--- config.mk ---
export PLATFORM = sky130hd
export DESIGN_NAME = sorted_drain_flat
export DESIGN_NICKNAME = d
export VERILOG_FILES = /design/src/rtl/sorted_drain_if.sv /design/src/rtl/sorted_drain.sv /design/src/flat_wrapper.sv
export SDC_FILE = /design/constraint.sdc
export NUM_CORES = 1
export LEC_CHECK = 0
export ABC_CLOCK_PERIOD_IN_PS = 5800
export CAP_MARGIN = 20
export CORE_MARGIN = 5
export CORE_UTILIZATION = 54
export DETAILED_ROUTE_END_ITERATION = 16
export GPL_TIMING_DRIVEN = 0
export HOLD_SLACK_MARGIN = 0.02
export MAX_ROUTING_LAYER = met4
export PLACE_DENSITY_LB_ADDON = 0.12
export SLEW_MARGIN = 15
export SYNTH_ARGS = -nofsm -noshare
export SYNTH_HDL_FRONTEND = slang
export SYNTH_SLANG_ARGS = --single-unit
--- constraint.sdc ---
create_clock -name clk -period 5.8 [get_ports clk]
set_input_delay 0.58 -clock clk [delete_from_list [all_inputs] [get_ports clk]]
set_output_delay 0.58 -clock clk [all_outputs]
set_load 0.05 [all_outputs]
--- src/rtl/sorted_drain_if.sv ---
`default_nettype none
// ============================================================================
// Module      : sorted_drain_if
// Description : Valid/ready output stream of the sorter drain, carrying the
//               entry data and an end-of-drain marker.
// Revision    : 1.0 - initial release
// ============================================================================
interface sorted_drain_if #(
    parameter int WIDTH = 8
);
    logic [WIDTH-1:0] out_data;
    logic             out_valid;
    logic             out_ready;
    logic             out_last;

    // Drain side: produces entries, observes back-pressure.
    modport master (
        output out_data,
        output out_valid,
        output out_last,
        input  out_ready
    );

    // Consumer side: accepts entries.
    modport slave (
        input  out_data,
        input  out_valid,
        input  out_last,
        output out_ready
    );
endinterface
`default_nettype wire

--- src/rtl/sorted_drain.sv ---
`default_nettype none
// ============================================================================
// Module      : sorted_drain
// Description : Snapshots the sorter cell chain on start and streams the
//               leading occupied cells out in ascending order, marking the
//               final entry, then pulses a one-cycle sorter flush.
// Revision    : 1.0 - initial release
// ============================================================================
module sorted_drain #(
    parameter  int N_CELLS = 8,
    parameter  int WIDTH   = 8,
    localparam int CW      = $clog2(N_CELLS + 1)
) (
    input  wire logic                       clk,
    input  wire logic                       reset,
    input  wire logic                       start,
    input  wire logic [N_CELLS*WIDTH-1:0]   cell_data_bus,
    input  wire logic [N_CELLS-1:0]         cell_empty,
    sorted_drain_if.master                  out,
    output logic      [CW-1:0]              out_count,
    output logic                            busy,
    output logic                            sorter_clear,
    output logic                            done
);

    localparam logic [1:0] c_IDLE   = 2'd0;
    localparam logic [1:0] c_STREAM = 2'd1;
    localparam logic [1:0] c_FLUSH  = 2'd2;

    logic [1:0]       r_state;
    logic [1:0]       w_state_nxt;
    logic [CW-1:0]    r_idx;
    logic [CW-1:0]    r_count;
    logic [WIDTH-1:0] r_snap [N_CELLS];
    logic [WIDTH-1:0] w_cell [N_CELLS];
    logic [CW-1:0]    w_lead;
    logic [WIDTH-1:0] w_sel;
    logic             w_last;

    // Unpack the flat cell bus into one word per cell.
    genvar gi;
    generate
        for (gi = 0; gi < N_CELLS; gi++) begin : g_cells
            assign w_cell[gi] = cell_data_bus[gi*WIDTH +: WIDTH];
        end
    endgenerate

    // Count occupied cells from cell 0 up to the first empty one; anything
    // occupied beyond a gap is deliberately not drained.
    always_comb begin
        logic w_stop;
        w_lead = '0;
        w_stop = 1'b0;
        for (int i = 0; i < N_CELLS; i++) begin
            if (!w_stop) begin
                if (!cell_empty[i]) begin
                    w_lead = w_lead + CW'(1);
                end else begin
                    w_stop = 1'b1;
                end
            end
        end
    end

    // Select the snapshot entry addressed by the stream index.
    always_comb begin
        w_sel = '0;
        for (int i = 0; i < N_CELLS; i++) begin
            if (r_idx == CW'(i)) begin
                w_sel = r_snap[i];
            end
        end
    end

    assign w_last    = (r_idx == (r_count - CW'(1)));
    assign out_count = r_count;

    // State register.
    always_ff @(posedge clk or negedge reset) begin
        if (!reset) begin
            r_state <= c_IDLE;
        end else begin
            r_state <= w_state_nxt;
        end
    end

    // Next-state logic; an empty snapshot goes straight to the flush cycle.
    always_comb begin
        w_state_nxt = r_state;
        case (r_state)
            c_IDLE: begin
                if (start) begin
                    w_state_nxt = (w_lead != '0) ? c_STREAM : c_FLUSH;
                end
            end
            c_STREAM: begin
                if (out.out_ready && w_last) begin
                    w_state_nxt = c_FLUSH;
                end
            end
            c_FLUSH: begin
                w_state_nxt = c_IDLE;
            end
            default: begin
                w_state_nxt = c_IDLE;
            end
        endcase
    end

    // Snapshot capture, entry count and stream index.
    always_ff @(posedge clk or negedge reset) begin
        if (!reset) begin
            r_idx   <= '0;
            r_count <= '0;
            for (int i = 0; i < N_CELLS; i++) begin
                r_snap[i] <= '0;
            end
        end else begin
            case (r_state)
                c_IDLE: begin
                    if (start) begin
                        r_count <= w_lead;
                        r_idx   <= '0;
                        for (int i = 0; i < N_CELLS; i++) begin
                            r_snap[i] <= w_cell[i];
                        end
                    end
                end
                c_STREAM: begin
                    if (out.out_ready && !w_last) begin
                        r_idx <= r_idx + CW'(1);
                    end
                end
                c_FLUSH: begin
                    r_idx <= '0;
                end
                default: begin
                    r_idx <= '0;
                end
            endcase
        end
    end

    // Outputs decoded from state and index only, never from out_ready.
    always_comb begin
        out.out_data  = '0;
        out.out_valid = 1'b0;
        out.out_last  = 1'b0;
        sorter_clear  = 1'b0;
        done          = 1'b0;
        busy          = (r_state != c_IDLE);
        case (r_state)
            c_STREAM: begin
                out.out_valid = 1'b1;
                out.out_data  = w_sel;
                out.out_last  = w_last;
            end
            c_FLUSH: begin
                sorter_clear = 1'b1;
                done         = 1'b1;
            end
            default: begin
                busy = (r_state != c_IDLE);
            end
        endcase
    end

endmodule
`default_nettype wire

--- src/flat_wrapper.sv ---
// flat-port wrapper written by rule: the top's interface ports become plain ports
module sorted_drain_flat 
#(
    parameter  int N_CELLS = 8,
    parameter  int WIDTH   = 8,
    localparam int CW      = $clog2(N_CELLS + 1)
)
  (clk, reset, start, cell_data_bus, cell_empty, out_count, busy, sorter_clear, done, out_out_data, out_out_valid, out_out_last, out_out_ready);
  sorted_drain_if #(.WIDTH(WIDTH)) out_i ();
  input  wire logic clk;
  input  wire logic reset;
  input  wire logic start;
  input  wire logic [N_CELLS*WIDTH-1:0] cell_data_bus;
  input  wire logic [N_CELLS-1:0] cell_empty;
  output logic      [CW-1:0] out_count;
  output logic busy;
  output logic sorter_clear;
  output logic done;
  output wire logic [$bits(out_i.out_data)-1:0] out_out_data;
  output wire logic [$bits(out_i.out_valid)-1:0] out_out_valid;
  output wire logic [$bits(out_i.out_last)-1:0] out_out_last;
  input wire logic [$bits(out_i.out_ready)-1:0] out_out_ready;
  assign out_out_data = out_i.out_data;
  assign out_out_valid = out_i.out_valid;
  assign out_out_last = out_i.out_last;
  assign out_i.out_ready = out_out_ready;
  sorted_drain #(.N_CELLS(N_CELLS), .WIDTH(WIDTH)) u_core (.clk(clk), .reset(reset), .start(start), .cell_data_bus(cell_data_bus), .cell_empty(cell_empty), .out(out_i), .out_count(out_count), .busy(busy), .sorter_clear(sorter_clear), .done(done));
endmodule
# ---- After elaboration in Yosys (flattened, before gate mapping)
# Index checks and enable logic that the tools add are counted.
dict set report classes {
  n_addsub 9
  n_mul 0
  div_mod_pow 0
  magnitude_cmp 0
  n_eq_ne 13
  shift 0
  n_mux 47
  n_bitwise 0
  n_reduce_logical 10
}
# operator n
set ops {}
lappend ops {{$mux 8} 9}
lappend ops {{$mux 4} 16}
lappend ops {{$add 4x1->4 const B} 8}
lappend ops {{$mux 1} 17}
lappend ops {{$eq 4x3->1 const B} 4}
lappend ops {{$eq 4x2->1 const B} 2}
lappend ops {{$pmux 4 s2} 1}
lappend ops {{$mux 2} 3}
lappend ops {{$reduce_and 2->1} 3}
lappend ops {{$eq 4x1->1 const B} 1}
lappend ops {{$eq 4x4->1} 1}
lappend ops {{$logic_not 4->1} 1}
lappend ops {{$ne 2x1->1 const B} 2}
lappend ops {{$pmux 2 s2} 1}
lappend ops {{$reduce_bool 4->1} 1}
lappend ops {{$sub 4x1->4 const B} 1}
lappend ops {{$eq 2x1->1 const B} 1}
lappend ops {{$eq 2x2->1 const B} 1}
lappend ops {{$logic_and 1x1->1} 2}
lappend ops {{$logic_not 2->1} 1}
lappend ops {{$ne 2x2->1 const B} 1}
lappend ops {{$reduce_bool 2->1} 1}
lappend ops {{$logic_not 1->1} 1}
dict set report totals {
  register_bits 74
  latch_bits 0
  ramBits 0
  romBits 0
  in_bits 76
  out_inout_bits 17
  elab_cells 90
  mem_count 0
}

# ---- Logic depth before layout (Yosys ltp)
dict set report logic_depth {
  word_depth 26
  mapped_depth 17
  mapped_depth_nobuf 17
}

# ---- Worst setup path before layout
# Ideal clock, no wire load.
dict set report synth_path {
  kind {in2reg}
  start {input cell_empty[1]}
  end {register u_core.r_state[0]}
  setup_ns 0.134
  t_arrival_ns 3.407
  required_time_ns 5.666
  slack_ns 2.260
  stages 17
  path_buffers 0
  cell_sequence {inv_1 -> a21oi_1 -> ha_1 -> nor2b_1 -> o31a_1 -> ha_1 -> inv_1 -> o21ai_0 -> ha_1 -> nor2b_1 -> a21oi_1 -> o21ai_0 -> ha_1 -> nor3_1 -> a31oi_1 -> a211oi_2 -> o32ai_1}
}
dict set report synth_between {
  elab_chain_cells 24
  elab_cells_between_ends 31
  cone_classes {add/sub (6); mux (24); reduce/logical (1)}
}
# element line_no
set synth_lines {}
lappend synth_lines {{start: declaration} flat_wrapper.sv:14} ;# input wire logic [N_CELLS-1:0] cell_empty;
lappend synth_lines {{$mux 4} sorted_drain.sv:56} ;# if (!cell_empty[i]) begin
lappend synth_lines {{$mux 4} sorted_drain.sv:55} ;# if (!w_stop) begin
lappend synth_lines {{$add 4x1->4} sorted_drain.sv:57} ;# w_lead = w_lead + CW'(1);
lappend synth_lines {{$mux 4} sorted_drain.sv:56}
lappend synth_lines {{$mux 4} sorted_drain.sv:55}
lappend synth_lines {{$add 4x1->4} sorted_drain.sv:57}
lappend synth_lines {{$mux 4} sorted_drain.sv:56}
lappend synth_lines {{$mux 4} sorted_drain.sv:55}
lappend synth_lines {{[8 not listed]} n/a}
lappend synth_lines {{$mux 4} sorted_drain.sv:55}
lappend synth_lines {{$add 4x1->4} sorted_drain.sv:57}
lappend synth_lines {{$mux 4} sorted_drain.sv:56}
lappend synth_lines {{$mux 4 *} sorted_drain.sv:55}
lappend synth_lines {{$reduce_bool 4->1 *} sorted_drain.sv:93} ;# w_state_nxt = (w_lead != '0) ? c_STREAM : c_FLUSH;
lappend synth_lines {{$mux 2 *} sorted_drain.sv:93}
lappend synth_lines {{$mux 2 *} sorted_drain.sv:92} ;# if (start) begin
lappend synth_lines {{$pmux 2 s2 *} sorted_drain.sv:90} ;# case (r_state)
lappend synth_lines {{end signal: assignment} sorted_drain.sv:81} ;# r_state <= c_IDLE;
lappend synth_lines {{end signal: assignment} sorted_drain.sv:83} ;# r_state <= w_state_nxt;
lappend synth_lines {{end: declaration} sorted_drain.sv:30} ;# logic [1:0] r_state;
# Mark *: on every way between the ends. The rest lies on a longest branch, timed or not. The select of a mux whose other input is x is not followed.
# A chain may end at the register's enable or synchronous reset.

# ---- Final worst setup path
dict set report layout_path {
  start {register u_core.r_idx[1]}
  end {output out_out_data[0]}
}
dict set report layout_between {
  elab_chain_cells 10
  elab_cells_between_ends 17
  cone_classes {eq/ne (7); mux (9); reduce/logical (1)}
}
# element line_no
set layout_lines {}
lappend layout_lines {{start: declaration} sorted_drain.sv:32} ;# logic [CW-1:0] r_idx;
lappend layout_lines {{start signal: assignment} sorted_drain.sv:131} ;# r_idx <= r_idx + CW'(1);
lappend layout_lines {{$logic_not 4->1} sorted_drain.sv:69} ;# if (r_idx == CW'(i)) begin
lappend layout_lines {{$mux 8 (7 in series)} sorted_drain.sv:69}
lappend layout_lines {{$mux 8 *} sorted_drain.sv:69}
lappend layout_lines {{$mux 8 *} sorted_drain.sv:152} ;# case (r_state)
lappend layout_lines {{end: declaration} flat_wrapper.sv:19} ;# output wire logic [$bits(out_i.out_data)-1:0] out_out_data;
# Mark *: on every way between the ends. The rest lies on a longest branch, timed or not.

==> out/metrics.yaml <==
sta:
  clock_skew_ns: 0.00965
  max_freq_ghz: 0.226
  finalSetupViolCount: 0
  worst_pin_slew_ns: 0.849
  finalCritPeriodShare_pct: 76.4
  min_period_ns: 4.43
  fin_setup_tns_ns: 0
  final_max_slew_viol_count: 0
  rsz0062_at_grt: "false"
  finalHoldViolations: 0
  max_slew_margin_pct: 43.1
run_status:
  status: "finished clean"
logic_synthesis:
  synth_compound_area_share_pct: 13.5
  synthAdderAreaFrac_pct: 2.94
  yosys_warnings: 0
  synth_cells: 330
  synth_top_family_by_area: "multiplexers"
  yosysSeqAreaShare_pct: 48.4
  synth_simple_gate_area_share_pct: 9.91
  synthXorXnorAreaFrac_pct: 2.45
  synth_edf_count: 0
  synthFlopType: "dfrtp_1"
  syn-num-nets: 415
  syn_area_um2: 3830
  synthArstFlopShare_pct: 100
  synthMuxAreaShare_pct: 19.4
  ys_ff_latch: 74
  syn_avg_cell_area_um2: 11.6
  synthDistinctLibCells: 47
clock_tree:
  postCtsSetupRepairBufs: 0
  cts_made_buffers: 9
  post_cts_resized: 0
  clk_latency_ns: 0.35
  cts_num_sinks: 74
  ctsHoldBuffers: 0
  ctsHtreeMaxLevel: 3
  tritoncts: "done"
  cts_root_buf: "clkbuf_8"
  clkSlewWorstSetupHoldPaths_ns: 0.09
  clk_path_buf_depth: 2
power:
  p_per_area_nw_per_um2: 507
  p_leak_nw: 2.08
  combinationalPowerShare_pct: 48.3
  p_total_mw: 2.59
  swShare_pct: 39.3
  intPower_mw: 1.57
  switchingPower_mw: 1.02
  ir_worst_vdd_uv: 250
  p_clk_share_pct: 15.9
  seqPwrFrac_pct: 35.7
setup_path:
  critPathLaunchType: "flip-flop"
  critical_path.endpoint_type: "primary output"
  crit_required_ns: 5.22
  worstPathMaxFanout: 10
  arrival_ns: 3.85
  crit_type: "flip-flop to primary output"
drt:
  drt-total-wl_um: 9080
  wire_per_inst_um: 17.0
  drtPass1Iterations: 4
  remaining_drc_errors: 0
  vias_per_cell: 5.58
  ant_nets: 0
  vias: 2983
  dr.first_iter.drc_count: 124
place:
  dp_hpwl_um: 6970
  portBuffers: 92
  place.gp.congestion: 0.871
floorplanning:
  start_util_pct: 56.0
  die_x_um: 94.2
  die_h_um: 94.2
  boundaryPins: 93
  core-area_um2: 6830
  rows: 30
  dieArea_um2: 8870
final_layout:
  area_delta_synth_final_pct: 33.4
  layout.nets: 519
  multi_input_area_um2: 1850
  n_fill_cell: 503
  drive_above_1_share_pct: 22.1
  diodes: 0
  seq_area_um2: 1850
  layout_commonest_cell: "clkdlybuf4s50_1"
  final_cell_mix: "91 x clkdlybuf4s50_1, 74 x dfrtp_1, 65 x mux2_2"
global_route:
  grt_pass1_wl_um: 14900
  track_usage_pct: 22.3
  antenna_found_initial: 0
  grt_pass1_vias: 3078
  grt_overflow_total: 0
  grt_max_degree: 56
flow_run:
  maxCapViolCount: 0
worst_hold_path:
  hold_path.class: "input pin to async pin"
## power by group through the flow
stage                     Clock (mW)  Sequential [mW]  Combinational, mW
after floorplan                    0            0.937              0.853
after global placement             0            0.917               1.22
after detailed placement           0            0.933               1.26
after CTS                      0.422            0.923               1.26
after global routing           0.441            0.956               1.36
final                          0.412            0.926               1.25
## layout make-up
class	count	area share [%]
multi-input cells	225	36.2
repair buffers	93	18.5
plain buffers	18	1.57
clock buffers	10	2.70
inverters	13	0.956
flip-flops and latches	74	36.3
clock inverters	6	1.42
well taps	96	2.35
## registers in the layout, indices dropped and copies added, names as in the netlist
register and count:
u_core.r_snap 64, u_core.r_state 2, u_core.r_idx 4, u_core.out_count 4
## path summary, 6_finish.rpt
| path | to | depth (start not counted) | start | slack (ns) |
|---|---|---|---|---|
| worst max-delay path | out_out_data[0] | 10 | u_core.r_idx[1] | 1.37 |
| worst min-delay path | u_core.r_snap[4] | 1 | reset | 0.11 |
| worst max register to register | u_core.r_snap[1] | 4 | u_core.r_state[0] | 3.59 |
| worst min register to register | u_core.r_snap[29] | 1 | u_core.r_snap[29] | 0.51 |
| max in group asynchronous | u_core.r_snap[43] | 2 | reset | 5.15 |
| min in group clk | u_core.r_snap[29] | 1 | u_core.r_snap[29] | 0.51 |
## kinds of logic (layout without fill, tap and decap cells)
| family | count (synthesis) | count (layout) |
|---|---|---|
| and+or+nand+nor | 67 | 67 |
| xor gates and xnor gates | 9 | 9 |
| DFF | 74 | 74 |
| buffers and inverters | 31 | 140 |
| adders and majority gates | 9 | 9 |
| muxes | 66 | 66 |
| AOI/OAI and AO/OA | 74 | 74 |
## critical path, stage by stage, from the launching register on
cell and delay, ns:
dfrtp_1 0.46, inv_1 0.09, ha_1 0.18, clkbuf_1 0.24
nor2b_1 0.17, buf_2 0.23, nand2_1 0.08, a211oi_1 0.73
o21ai_0 0.22, o21ai_0 0.26, clkdlybuf4s50_1 0.84
## Yosys cell counts, drive strengths merged, types with 2 or more instances
cell type / instances / area (um2)
dfrtp: 74 / 1850
mux2: 65 / 732
o21ai: 22 / 110
nor2b: 15 / 93.8
inv: 13 / 48.8
nor3: 12 / 60.1
buf: 11 / 53.8
nor2: 11 / 41.3
a211oi: 10 / 80.1
a21oi: 10 / 50.1
ha: 9 / 113
a221oi: 8 / 70.1
a222oi: 8 / 80.1
nand2: 8 / 30.0
clkbuf: 7 / 26.3
xnor2: 7 / 61.3
and3: 5 / 36.3
nand2b: 3 / 18.8
nand3: 3 / 15.0
or2: 3 / 18.8
a22o: 2 / 17.5
a31oi: 2 / 12.5
and2: 2 / 15.0
nor4: 2 / 27.5
o21a: 2 / 15.0
or3: 2 / 12.5
## through the flow
step | cell area (um2) | utilization [%] | worst slack (ns) | std cells | hold slack [ns]
finish | 5100 | 74.7 | 1.37 | 535 | 0.108
global route | 5100 | 74.7 | 1.05 | 535 | 0.116
CTS | 5100 | 74.7 | 1.37 | 535 | 0.101
detailed placement | 4890 | 71.6 | 1.15 | 519 | 0.485
global placement | 4870 | 71.2 | 1.23 | 518 | 0.483
floorplan | 3830 | - | 2.26 | 330 | 0.284
## metal layers
metal,up-vias,GRT usage (%),wire [um],part of all wire [%]
li1,1427,-,-,-
met3,6,3.77,470,5.2
met2,97,35.0,4270,47
met1,1453,29.9,4270,47
met4,0,6.98,64,0.71
met5,-,-,0,0
No activity file was read; power rests on OpenSTA's default activity.
